===== config.mk =====
export PLATFORM = sky130hd
export DESIGN_NAME = serial_adder_ctrl_flat
export DESIGN_NICKNAME = d
export VERILOG_FILES = /design/src/rtl/serial_adder_ctrl_pkg.sv /design/src/rtl/serial_adder_ctrl_if.sv /design/src/rtl/serial_adder_ctrl_fadder.sv /design/src/rtl/serial_adder_ctrl.sv /design/src/flat_wrapper.sv
export SDC_FILE = /design/constraint.sdc
export NUM_CORES = 1
export LEC_CHECK = 0
export CORE_MARGIN = 2
export CORE_UTILIZATION = 50
export DETAILED_ROUTE_END_ITERATION = 8
export DONT_BUFFER_PORTS = 1
export PLACE_DENSITY_LB_ADDON = 0.25
export SLEW_MARGIN = 20
export SYNTH_ARGS = -nofsm -noshare
export SYNTH_HDL_FRONTEND = slang
export SYNTH_SLANG_ARGS = --single-unit

===== constraint.sdc =====
create_clock -name clk -period 2.4 [get_ports clk]
set_input_delay 0.12 -clock clk [delete_from_list [all_inputs] [get_ports clk]]
set_output_delay 0.12 -clock clk [all_outputs]
set_load 0.1 [all_outputs]

===== src/rtl/serial_adder_ctrl_pkg.sv =====
// Shared definitions for the bit-serial adder: FSM state encoding and the
// default operand width.
package serial_arith_pkg;

  localparam int DEFAULT_WIDTH = 8;

  typedef enum logic [1:0] {
    ST_IDLE = 2'd0,
    ST_RUN  = 2'd1,
    ST_DONE = 2'd2
  } state_e;

  // Width of the bit counter for a given operand width; one extra bit so the
  // counter can represent WIDTH itself.
  function automatic int cnt_width(input int width);
    return $clog2(width) + 1;
  endfunction

endpackage


===== src/rtl/serial_adder_ctrl_if.sv =====
// Request/result bundle of the bit-serial adder. The requester drives start
// and the operands; the adder returns busy/done and the registered result.
interface serial_adder_ctrl_if
  import serial_arith_pkg::*;
#(
  parameter int WIDTH = DEFAULT_WIDTH
);

  logic             start;
  logic [WIDTH-1:0] a;
  logic [WIDTH-1:0] b;
  logic             cin;
  logic             busy;
  logic             done;
  logic [WIDTH-1:0] sum;
  logic             cout;

  modport master (
    output start, a, b, cin,
    input  busy, done, sum, cout
  );

  modport slave (
    input  start, a, b, cin,
    output busy, done, sum, cout
  );

  modport mon (
    input start, a, b, cin, busy, done, sum, cout
  );

endinterface


===== src/rtl/serial_adder_ctrl_fadder.sv =====
// Existing decoder-based full adder: the three inputs are decoded to a
// one-hot minterm vector and sum/carry are ORs of the relevant minterms.
module fadder (
  input  logic x,
  input  logic y,
  input  logic z,
  output logic sum,
  output logic carry
);

  logic [2:0] idx_s;
  logic [7:0] dec_s;

  assign idx_s = {x, y, z};

  // 3-to-8 minterm decoder
  always_comb begin
    dec_s        = 8'd0;
    dec_s[idx_s] = 1'b1;
  end

  // Sum is odd parity (minterms 1,2,4,7); carry is majority (3,5,6,7)
  always_comb begin
    sum   = dec_s[1] | dec_s[2] | dec_s[4] | dec_s[7];
    carry = dec_s[3] | dec_s[5] | dec_s[6] | dec_s[7];
  end

endmodule


===== src/rtl/serial_adder_ctrl.sv =====
// Bit-serial adder controller. Operands are shifted LSB first through a
// single full-adder cell with the carry looped back through a flip-flop;
// the result is published after WIDTH clocks and held until the next one.
module serial_adder_ctrl
  import serial_arith_pkg::*;
#(
  parameter int WIDTH = DEFAULT_WIDTH
) (
  input  logic clk,
  input  logic rst,
  serial_adder_ctrl_if.slave bus
);

  localparam int               CNT_W    = cnt_width(WIDTH);
  localparam logic [CNT_W-1:0] CNT_LAST = CNT_W'(WIDTH - 1);
  localparam logic [CNT_W-1:0] CNT_ONE  = CNT_W'(1);

  state_e           state_r;
  state_e           state_next_s;
  logic [WIDTH-1:0] a_sh_r;
  logic [WIDTH-1:0] b_sh_r;
  logic [WIDTH-1:0] s_sh_r;
  logic [WIDTH-1:0] s_next_s;
  logic [WIDTH-1:0] sum_r;
  logic             carry_r;
  logic             cout_r;
  logic [CNT_W-1:0] cnt_r;
  logic             fa_sum_s;
  logic             fa_carry_s;
  logic             load_s;
  logic             step_s;
  logic             last_s;

  // The only arithmetic element: one bit pair plus looped-back carry per clock
  fadder u_fadder (
    .x     (a_sh_r[0]),
    .y     (b_sh_r[0]),
    .z     (carry_r),
    .sum   (fa_sum_s),
    .carry (fa_carry_s)
  );

  // FSM state register
  always_ff @(posedge clk or posedge rst) begin
    if (rst) begin
      state_r <= ST_IDLE;
    end else begin
      state_r <= state_next_s;
    end
  end

  // Next-state logic and datapath strobes; start only matters in IDLE
  always_comb begin
    state_next_s = state_r;
    load_s       = 1'b0;
    step_s       = 1'b0;
    last_s       = (cnt_r == CNT_LAST);
    case (state_r)
      ST_IDLE: begin
        if (bus.start) begin
          load_s       = 1'b1;
          state_next_s = ST_RUN;
        end else begin
          state_next_s = ST_IDLE;
        end
      end
      ST_RUN: begin
        step_s = 1'b1;
        if (last_s) begin
          state_next_s = ST_DONE;
        end else begin
          state_next_s = ST_RUN;
        end
      end
      ST_DONE: begin
        state_next_s = ST_IDLE;
      end
      default: begin
        state_next_s = ST_IDLE;
      end
    endcase
  end

  // New sum bit enters at the MSB so the LSB-first bits land in place
  always_comb begin
    s_next_s           = s_sh_r >> 1;
    s_next_s[WIDTH-1]  = fa_sum_s;
  end

  // Operand/sum shift registers, carry flip-flop, bit counter and result
  always_ff @(posedge clk or posedge rst) begin
    if (rst) begin
      a_sh_r  <= {WIDTH{1'b0}};
      b_sh_r  <= {WIDTH{1'b0}};
      s_sh_r  <= {WIDTH{1'b0}};
      carry_r <= 1'b0;
      cnt_r   <= {CNT_W{1'b0}};
      sum_r   <= {WIDTH{1'b0}};
      cout_r  <= 1'b0;
    end else if (load_s) begin
      a_sh_r  <= bus.a;
      b_sh_r  <= bus.b;
      s_sh_r  <= {WIDTH{1'b0}};
      carry_r <= bus.cin;
      cnt_r   <= {CNT_W{1'b0}};
    end else if (step_s) begin
      a_sh_r  <= a_sh_r >> 1;
      b_sh_r  <= b_sh_r >> 1;
      s_sh_r  <= s_next_s;
      carry_r <= fa_carry_s;
      cnt_r   <= cnt_r + CNT_ONE;
      if (last_s) begin
        sum_r  <= s_next_s;
        cout_r <= fa_carry_s;
      end
    end
  end

  assign bus.busy = (state_r != ST_IDLE);
  assign bus.done = (state_r == ST_DONE);
  assign bus.sum  = sum_r;
  assign bus.cout = cout_r;

endmodule


===== src/flat_wrapper.sv =====
// flat-port wrapper written by rule: the top's interface ports become plain ports
module serial_adder_ctrl_flat import serial_arith_pkg::*;
#(
  parameter int WIDTH = DEFAULT_WIDTH
)
  (clk, rst, bus_start, bus_a, bus_b, bus_cin, bus_busy, bus_done, bus_sum, bus_cout);
  serial_adder_ctrl_if #(.WIDTH(WIDTH)) bus_i ();
  input  logic clk;
  input  logic rst;
  input wire logic [$bits(bus_i.start)-1:0] bus_start;
  input wire logic [$bits(bus_i.a)-1:0] bus_a;
  input wire logic [$bits(bus_i.b)-1:0] bus_b;
  input wire logic [$bits(bus_i.cin)-1:0] bus_cin;
  output wire logic [$bits(bus_i.busy)-1:0] bus_busy;
  output wire logic [$bits(bus_i.done)-1:0] bus_done;
  output wire logic [$bits(bus_i.sum)-1:0] bus_sum;
  output wire logic [$bits(bus_i.cout)-1:0] bus_cout;
  assign bus_i.start = bus_start;
  assign bus_i.a = bus_a;
  assign bus_i.b = bus_b;
  assign bus_i.cin = bus_cin;
  assign bus_busy = bus_i.busy;
  assign bus_done = bus_i.done;
  assign bus_sum = bus_i.sum;
  assign bus_cout = bus_i.cout;
  serial_adder_ctrl #(.WIDTH(WIDTH)) u_core (.clk(clk), .rst(rst), .bus(bus_i));
endmodule

Yosys cells after proc, flatten, opt, wreduce, memory -nomap -nowiden:

Index checks and enable logic that the tools add are counted.

* bits in registers: 40
* latch bits: 0
* RAM bits: 0
* bits in read-only memories: 0
* bits of input ports: 20
* output and inout port bits: 11
* logic and storage cells: 44
* memories kept: 0

* add/sub/neg operators: 1
* multiply operators: 0
* div/mod/pow operators: 0
* $lt $le $gt $ge: 2
* equality and inequality tests: 3
* shift operators: 0
* muxes and demuxes: 18
* bitwise logic cells: 7
* reduce and logical (&&, ||, !) cells: 5

Operators by type and width (number)
* two-way mux 8 bit: 6
* two-way mux 4 bit: 2
* two-way mux 1 bit: 7
* OR 1 bit: 6
* adder 4 x 1 -> 4 bit (second input constant): 1
* == test 4 x 3 -> 1 bit (second input constant): 1
* less-than comparator 3 x 4 -> 1 bit (second input constant): 1
* case mux 2 bit (2 select lines): 1
* nonzero test 2 bit: 2
* demux 1 bit (select 3 bit): 1
* >= comparator 3 x 1 -> 1 bit (second input constant): 1
* AND reduction 3 bit: 1
* == test 2 x 1 -> 1 bit (second input constant): 1
* == test 2 bit (second input constant): 1
* zero test 2 bit: 1
* two-way mux 2 bit: 1
* logical AND 1 bit: 1
* NOT 1 bit: 1

Logic depth before layout (Yosys ltp):

Gate-level depths: netlist (run 1).

* word-level depth: 9
* mapped depth: 5
* depth with buffers taken out: 4

By module:

From an unflattened synthesis (run 1), not the netlist that was laid out.

* cells, all modules: 154
* area, all modules: 1677.9 um^2

Modules (own cells, without submodules)
* serial_adder_ctrl: instances 1, cells each 153, area an instance 1657.8 um^2, seq. area each 975.9 um^2
* fadder: instances 1, cells each 1, area an instance 20.0 um^2, seq. area each 0.0 um^2

Least setup slack after synthesis (run 1):

OpenSTA, ideal clock, no wires.

* path kind: register to output
* start: reg u_core.state_r[1]
* end: out bus_done
* data arrival time: 1817 ps
* setup slack: 463 ps
* stages on the path, launching flop included: 2
* cell sequence: dfrtp_1 -> nor2b_1

* word-level cells in the longest chain between the ends: 1

RTL lines
* start, declared: line serial_adder_ctrl.sv:18 `state_e state_r;`
* start signal, assigned: line serial_adder_ctrl.sv:48 `state_r <= state_next_s;`
* == test 2 bit: line serial_adder_ctrl.sv:120 `assign bus.done = (state_r == ST_DONE);`
* end, declared: line flat_wrapper.sv:15 `output wire logic [$bits(bus_i.done)-1:0] bus_done;`

Every way passes these cells.

Final worst setup path (run 1):

* start: reg u_core.state_r[1]
* end: out bus_busy

* word-level cells in the longest chain between the ends: 1

RTL lines
* nonzero test 2 bit: line serial_adder_ctrl.sv:119 `assign bus.busy = (state_r != ST_IDLE);`
* end, declared: line flat_wrapper.sv:14 `output wire logic [$bits(bus_i.busy)-1:0] bus_busy;`

Every way passes these cells.

==> run_results.csv, run 1 <==
group,metric,value,unit
sta,setup_repair_after_global_routing_missed_its_margin,"no",
sta,period_minus_slack,1.51,ns
global_routing,grt_first_pass_wirelength,5.84,mm
clock_tree,cts.path.max_buffers,2,
synth,synthesis.nets,176,
sta,min_period_over_period,0.629,
floorplan,placement_rows,21,
floorplan,initial_core_util,0.516,
routing,drcViolationCount,0,
clock_tree,postCtsSetupRepairBufs,0,
clock_tree,clkLatencyLatePin,0.35,ns
sta,final-setup-viol-count,0,
setup_path,timing_worst_setup_path_type,"reg2out",
clock_tree,tritoncts_clock_tree,"built",
synth,synth-seq-area-share,0.571,
setup_path,max_stage_delay,0.56,ns
routing,post_drt_via_cell_ratio,5.37,
sta,fmax,663,MHz
setup_path,rr_startpoint,"u_core.state_r[1]",
synth,syn-mean-instance-area,11.1,µm²
setup_path,worst-endpoint-required,2.28,ns
global_routing,first_global_vias,1295,
synth,yosys_warnings,0,
cells_and_area,fin_util,0.602,
cells_and_area,num-nets-final,196,
synth,synthMuxAreaShare,0.0849,
cells_and_area,layout.cells.most_common,"sky130_fd_sc_hd__nand2_1",
synth,synth_xor_xnor_area_share,0,
floorplan,design.die.area,3900,µm²
setup_path,cp_slowest_cell,"sky130_fd_sc_hd__or2_2",
cells_and_area,diodes,0,
setup_path,crit_path_max_fanout,7,
power_and_ir_drop,pwr_density_cell,1470,nW/µm²
cells_and_area,area_growth,16.7,%
synth,syn_area,1710,µm²
power_and_ir_drop,p_leak,0.995,nW
cells_and_area,most_frequent_cells_in_the_layout,"sky130_fd_sc_hd__nand2_1, sky130_fd_sc_hd__dfrtp_1, sky130_fd_sc_hd__dlygate4sd3_1, sky130_fd_sc_hd__a22oi_1, sky130_fd_sc_hd__nand3_1",
power_and_ir_drop,max_vdd_drop,0.490,mV
flow_run,drv.max_cap_violation_count,0,
placement,routabilityCongestion,0.740,
cells_and_area,share_of_post_route_cells_with_drive_strength_above_1,0.160,
status,status,"finished clean",
floorplan,core_region_area,3310,µm²
setup_path,crit_path_end_kind,"output port",
hold_path,hp-class,"in2reg",
placement,estimated_wirelength_of_the_detail_placed_design,2.01,mm
clock_tree,postCtsHoldBufs,18,
clock_tree,htreeDepth,2,
routing,num_vias,1187,
clock_tree,clkSlewWorstSetupHoldPaths,0.12,ns
global_routing,antenna_found_initial,0,
sta,timing.slew.headroom,0.391,
sta,timing_hold_violations_final,0,
hold_path,hold_path.startpoint,"bus_start",
routing,drt_first_pass_iters,4,
clock_tree,cts-buffers-inserted,5,
sta,fin_setup_tns,0,ns
sta,max_slew.worst_pin.slew,0.913,ns
synth,synth.lib_cells_used.distinct,28,
setup_path,crit_path_cell_trace,"or2_2",
sta,clock-skew-final,0.0178,ns
global_routing,grtUsageTotal,0.193,
synth,synth-simple-area-share,0.192,
synth,combinational_family_with_the_most_area_after_synthesis,"simple AND/OR/NAND/NOR gates",
routing,initialDrtViolationCount,82,
floorplan,dieHeight,62.5,µm
clock_tree,clk_root_buffer_cell,"sky130_fd_sc_hd__clkbuf_4",
setup_path,critical_path.n_buffers_inverters,0,
global_routing,grt-ovfl-total,0,
setup_path,cp-start-kind,"flop",
floorplan,chipWidth,62.5,µm
setup_path,critical_path_arrival,1.39,ns
placement,count_of_input_and_output_buffers,0,
clock_tree,clock_sink_count,39,
clock_tree,cts.repair.resized,0,
synth,synthesis.instances,154,
sta,final_slew_violations,0,
synth,synth-adder-area-share,0.0190,
setup_path,crit_path_from,"u_core.state_r[1]",
global_routing,largest_net_degree_at_the_start_of_global_routing,40,
floorplan,pin_count,31,
synth,synth_compound_gate_area_share,0.0893,
routing,detail_route.wl_per_cell,14.5,µm
routing,drtAntennaViolNets,0,
routing,route.final.wire_length,3.21,mm
setup_path,worst_path_dominant_cell_family,"simple AND/OR/NAND/NOR gates",
synth,number_of_synthesized_register_bits,39,
cells in the mapped netlist:
| master | number | share of area |
|---|---|---|
| sky130_fd_sc_hd__nand2_1 | 52 | 0.11 |
| sky130_fd_sc_hd__dfrtp_1 | 39 | 0.57 |
| sky130_fd_sc_hd__a22oi_1 | 14 | 0.061 |
| sky130_fd_sc_hd__nand3_1 | 10 | 0.029 |
| sky130_fd_sc_hd__mux2_4 | 9 | 0.079 |
| sky130_fd_sc_hd__buf_2 | 5 | 0.015 |
| sky130_fd_sc_hd__o21ai_0 | 3 | 0.0088 |
| sky130_fd_sc_hd__buf_6 | 2 | 0.013 |
| sky130_fd_sc_hd__a21oi_1 | 1 | 0.0029 |
| sky130_fd_sc_hd__a31oi_1 | 1 | 0.0037 |
| sky130_fd_sc_hd__and2_4 | 1 | 0.0051 |
| sky130_fd_sc_hd__and3b_1 | 1 | 0.0051 |
| sky130_fd_sc_hd__buf_12 | 1 | 0.012 |
| sky130_fd_sc_hd__clkbuf_1 | 1 | 0.0022 |
| sky130_fd_sc_hd__fa_1 | 1 | 0.012 |
| sky130_fd_sc_hd__ha_1 | 1 | 0.0073 |
| sky130_fd_sc_hd__inv_1 | 1 | 0.0022 |
| sky130_fd_sc_hd__mux2i_1 | 1 | 0.0059 |
| sky130_fd_sc_hd__nand4_1 | 1 | 0.0037 |
| sky130_fd_sc_hd__nor2_1 | 1 | 0.0022 |
| sky130_fd_sc_hd__nor2b_1 | 1 | 0.0037 |
| sky130_fd_sc_hd__nor2b_4 | 1 | 0.0081 |
| sky130_fd_sc_hd__nor3b_2 | 1 | 0.0073 |
| sky130_fd_sc_hd__o21ba_2 | 1 | 0.0059 |
| sky130_fd_sc_hd__o21bai_2 | 1 | 0.0066 |
| sky130_fd_sc_hd__or2_2 | 1 | 0.0037 |
| sky130_fd_sc_hd__or2b_1 | 1 | 0.0044 |
| sky130_fd_sc_hd__or3b_1 | 1 | 0.0051 |
per-stage QoR:
step | power (mW) | cells | setup WS [ns] | cell area (µm²) | hold WS, ns
6_report | 2.94 | 221 | 0.891 | 1990 | 0.174
3_5_place_dp | 2.48 | 195 | 0.924 | 1730 | 0.155
2_1_floorplan | 2.32 | 154 | 0.463 | 1710 | 0.225
3_3_place_gp | 2.42 | 195 | 0.957 | 1730 | 0.149
5_1_grt | 3.14 | 221 | 0.808 | 1990 | 0.180
4_1_cts | 2.96 | 221 | 0.869 | 1990 | 0.164
registers in the layout, indices dropped and copies added, names as in the netlist:
| name | count |
|---|---|
| u_core.bus.sum | 8 |
| u_core.s_sh_r | 7 |
| u_core.bus.cout | 1 |
| u_core.cnt_r | 4 |
| u_core.b_sh_r | 8 |
| u_core.a_sh_r | 8 |
| u_core.carry_r | 1 |
| u_core.state_r | 2 |
logic make-up after synthesis:
| family | after synthesis |
|---|---|
| AO/OA/AOI/OAI | 21 |
| buffers and inverters | 10 |
| flip-flops | 39 |
| AND/OR/NAND/NOR | 72 |
| adder cells (fa/ha/maj) | 2 |
| multiplexers | 10 |
where the power goes:
part           internal [mW]  switching, mW
registers              0.922          0.700
clock network          0.246          0.215
logic                  0.380          0.478
total                   1.55           1.39
worst paths after layout:
| check | to | slack, ns | cells after the start |
|---|---|---|---|
| worst max-delay path | bus_busy | 0.89 | 1 |
| worst min-delay path | u_core.b_sh_r[1] | 0.17 | 3 |
| worst max register to register | u_core.b_sh_r[2] | 0.91 | 3 |
| worst min register to register | u_core.cnt_r[3] | 0.48 | 1 |
| max in group asynchronous | u_core.b_sh_r[7] | 1.75 | 3 |
| min in group asynchronous | u_core.a_sh_r[0] | 0.31 | 3 |
final cells by class:
class	instances	area (µm²)
clock inverters	2	35.0
repair buffers	22	210
multi-input cells	105	661
inverters	1	3.75
fillers	288	1320
well taps	46	57.6
flip-flops and latches	39	976
clock buffers	6	51.3
per-layer routing:
| metal | global-route usage | vias up | wire (µm) |
|---|---|---|---|
| met5 | 0 | - | 0 |
| met4 | 0.106 | 0 | 61 |
| met3 | 0.0450 | 7 | 126 |
| met2 | 0.321 | 26 | 1640 |
| met1 | 0.232 | 597 | 1380 |
| li1 | - | 557 | - |
Note: power is estimated with default switching activity, not from simulation.
==> run 2, diff against run 1 <==
==> constraint.sdc (replaced) <==
create_clock -name clk -period 1.5 [get_ports clk]
set_input_delay 0.075 -clock clk [delete_from_list [all_inputs] [get_ports clk]]
set_output_delay 0.075 -clock clk [all_outputs]
set_load 0.1 [all_outputs]
==> run_results.csv, run 2 (synthesis gave the netlist of run 1 again) <==
group,metric,value,unit
setup_path,crit_path_from,"u_core.cnt_r[0]",
global_routing,grt_first_pass_wirelength,5.68,mm
sta,period_minus_slack,1.45,ns
sta,final_slew_violations,0,
sta,timing.slew.headroom,0.686,
cells_and_area,layout.cells.most_common,"sky130_fd_sc_hd__nand2_1",
global_routing,largest_net_degree_at_the_start_of_global_routing,40,
cells_and_area,num-nets-final,206,
clock_tree,cts-buffers-inserted,5,
power_and_ir_drop,p_leak,1.03,nW
cells_and_area,share_of_post_route_cells_with_drive_strength_above_1,0.217,
setup_path,cp-start-kind,"flop",
hold_path,whs_path_depth,3,
hold_path,holdPathEnd,"u_core.a_sh_r[6]",
floorplan,design.die.area,3900,µm²
global_routing,grtUsageTotal,0.185,
global_routing,antenna_found_initial,0,
sta,post-route-worst-setup-slack,0.0521,ns
routing,post_drt_via_cell_ratio,5.33,
sta,timing_hold_violations_final,0,
setup_path,crit_path_end_kind,"flop",
sta,fmax,691,MHz
routing,drt_first_pass_iters,4,
global_routing,first_global_vias,1265,
placement,count_of_input_and_output_buffers,0,
setup_path,cp_slowest_cell,"sky130_fd_sc_hd__dfrtp_1",
sta,setup_repair_after_global_routing_missed_its_margin,"yes",
setup_path,crit_path_max_fanout,10,
clock_tree,htreeDepth,2,
setup_path,reg2reg_to,"u_core.bus.sum[5]",
clock_tree,clkLatencyLatePin,0.34,ns
clock_tree,cts.path.max_buffers,2,
sta,min_period_over_period,0.965,
setup_path,critical_path_arrival,1.68,ns
routing,num_vias,1226,
power_and_ir_drop,max_vdd_drop,0.909,mV
power_and_ir_drop,post-layout-total-power,4.71,mW
cells_and_area,diodes,0,
sta,final-setup-viol-count,0,
setup_path,max_stage_delay,0.40,ns
sta,whs,0.0416,ns
clock_tree,clkSlewWorstSetupHoldPaths,0.12,ns
floorplan,chipWidth,62.5,µm
setup_path,ff2ff_path_depth,4,
floorplan,initial_core_util,0.516,
sta,max_slew.worst_pin.slew,0.471,ns
floorplan,placement_rows,21,
placement,number_of_cells_in_the_design_after_placement,205,
cells_and_area,area_growth,20.3,%
clock_tree,clock_sink_count,39,
floorplan,pin_count,31,
global_routing,grt-ovfl-total,0,
clock_tree,tritoncts_clock_tree,"built",
routing,detail_route.wl_per_cell,13.7,µm
hold_path,hold_path.startpoint,"bus_start",
cells_and_area,stdcell_area,2060,µm²
clock_tree,clk_root_buffer_cell,"sky130_fd_sc_hd__clkbuf_4",
routing,drtAntennaViolNets,0,
hold_path,hp-class,"in2reg",
setup_path,crit_path_cell_trace,"ha_2 -> and3b_1 -> and2_4 -> mux2_4",
setup_path,timing_worst_setup_path_type,"reg2reg",
placement,dpl_cell_area,1800,µm²
routing,route.final.wire_length,3.16,mm
setup_path,rr_startpoint,"u_core.cnt_r[0]",
routing,initialDrtViolationCount,47,
setup_path,worst-endpoint-required,1.73,ns
cells_and_area,most_frequent_cells_in_the_layout,"sky130_fd_sc_hd__nand2_1, sky130_fd_sc_hd__dfrtp_1, sky130_fd_sc_hd__dlygate4sd3_1, sky130_fd_sc_hd__a22oi_1, sky130_fd_sc_hd__buf_4",
floorplan,dieHeight,62.5,µm
flow_run,drv.max_cap_violation_count,0,
routing,drcViolationCount,0,
placement,estimated_wirelength_of_the_detail_placed_design,2.05,mm
placement,dp_worst_slack,0.0506,ns
setup_path,ff2ff_setup_slack,0.05,ns
power_and_ir_drop,pwr_density_cell,2290,nW/µm²
placement,routabilityCongestion,0.730,
sta,clock-skew-final,0.0131,ns
status,status,"finished clean",
floorplan,core_region_area,3310,µm²
cells_and_area,final_cells,230,
==> run 2: worst max path at each step <==
stage                        endpoint  slack (ns)  cells after the start
detailed placement  u_core.bus.sum[1]        0.05                      4
global placement    u_core.bus.sum[7]        0.08                      4
finish              u_core.bus.sum[5]        0.05                      4
global route        u_core.bus.sum[6]      -0.002                      4
floorplan             u_core.bus.cout        0.04                      5
CTS                          bus_busy        0.03                      1
==> run 2: layout make-up <==
class                      count  area [µm²]
clock buffer                   6        51.3
clock inverter                 1        5.00
fill                         289        1250
inverter                       1        3.75
multi-input combinational    105         676
sequential                    39         977
tap                           46        57.6
timing repair buffer          32         285
==> run 2: layer usage <==
layer / vias to the layer above / part of all wire / GRT usage
met2: 39 / 0.51 / 0.315
li1: 581 / - / -
met4: 0 / 0.014 / 0.0750
met5: - / 0 / 0
met3: 5 / 0.056 / 0.0523
met1: 601 / 0.42 / 0.220
==> run 2: what timing repair did <==
| action | CTS | global route |
|---|---|---|
| resized for setup | 0 | 5 |
| setup buffers | 0 | 0 |
| hold buffers | 18 | 0 |
| setup endpoints to repair | 0 | 22 |
| hold endpoints to repair | 56 | 0 |
==> run 2: report_power, final <==
part | internal, mW | switching, mW
sequential | 1.50 | 0.312
clock | 0.217 | 0.322
combinational | 0.774 | 1.59
total | 2.49 | 2.22
==> run 2: worst max-delay path, delay by kind of cell (launching register included) <==
family,cells,cell delay (ns)
flip-flops,1,0.40
multiplexers,1,0.32
AND/OR/NAND/NOR,2,0.42
adder cells (fa/ha/maj),1,0.20
==> run 2: stage by stage <==
step                      TNS (ns)  utilization
final                            0        0.621
after global routing      -0.00178        0.621
after CTS                        0        0.616
after detailed placement         0        0.545
after global placement           0        0.545
after floorplan                  0            -
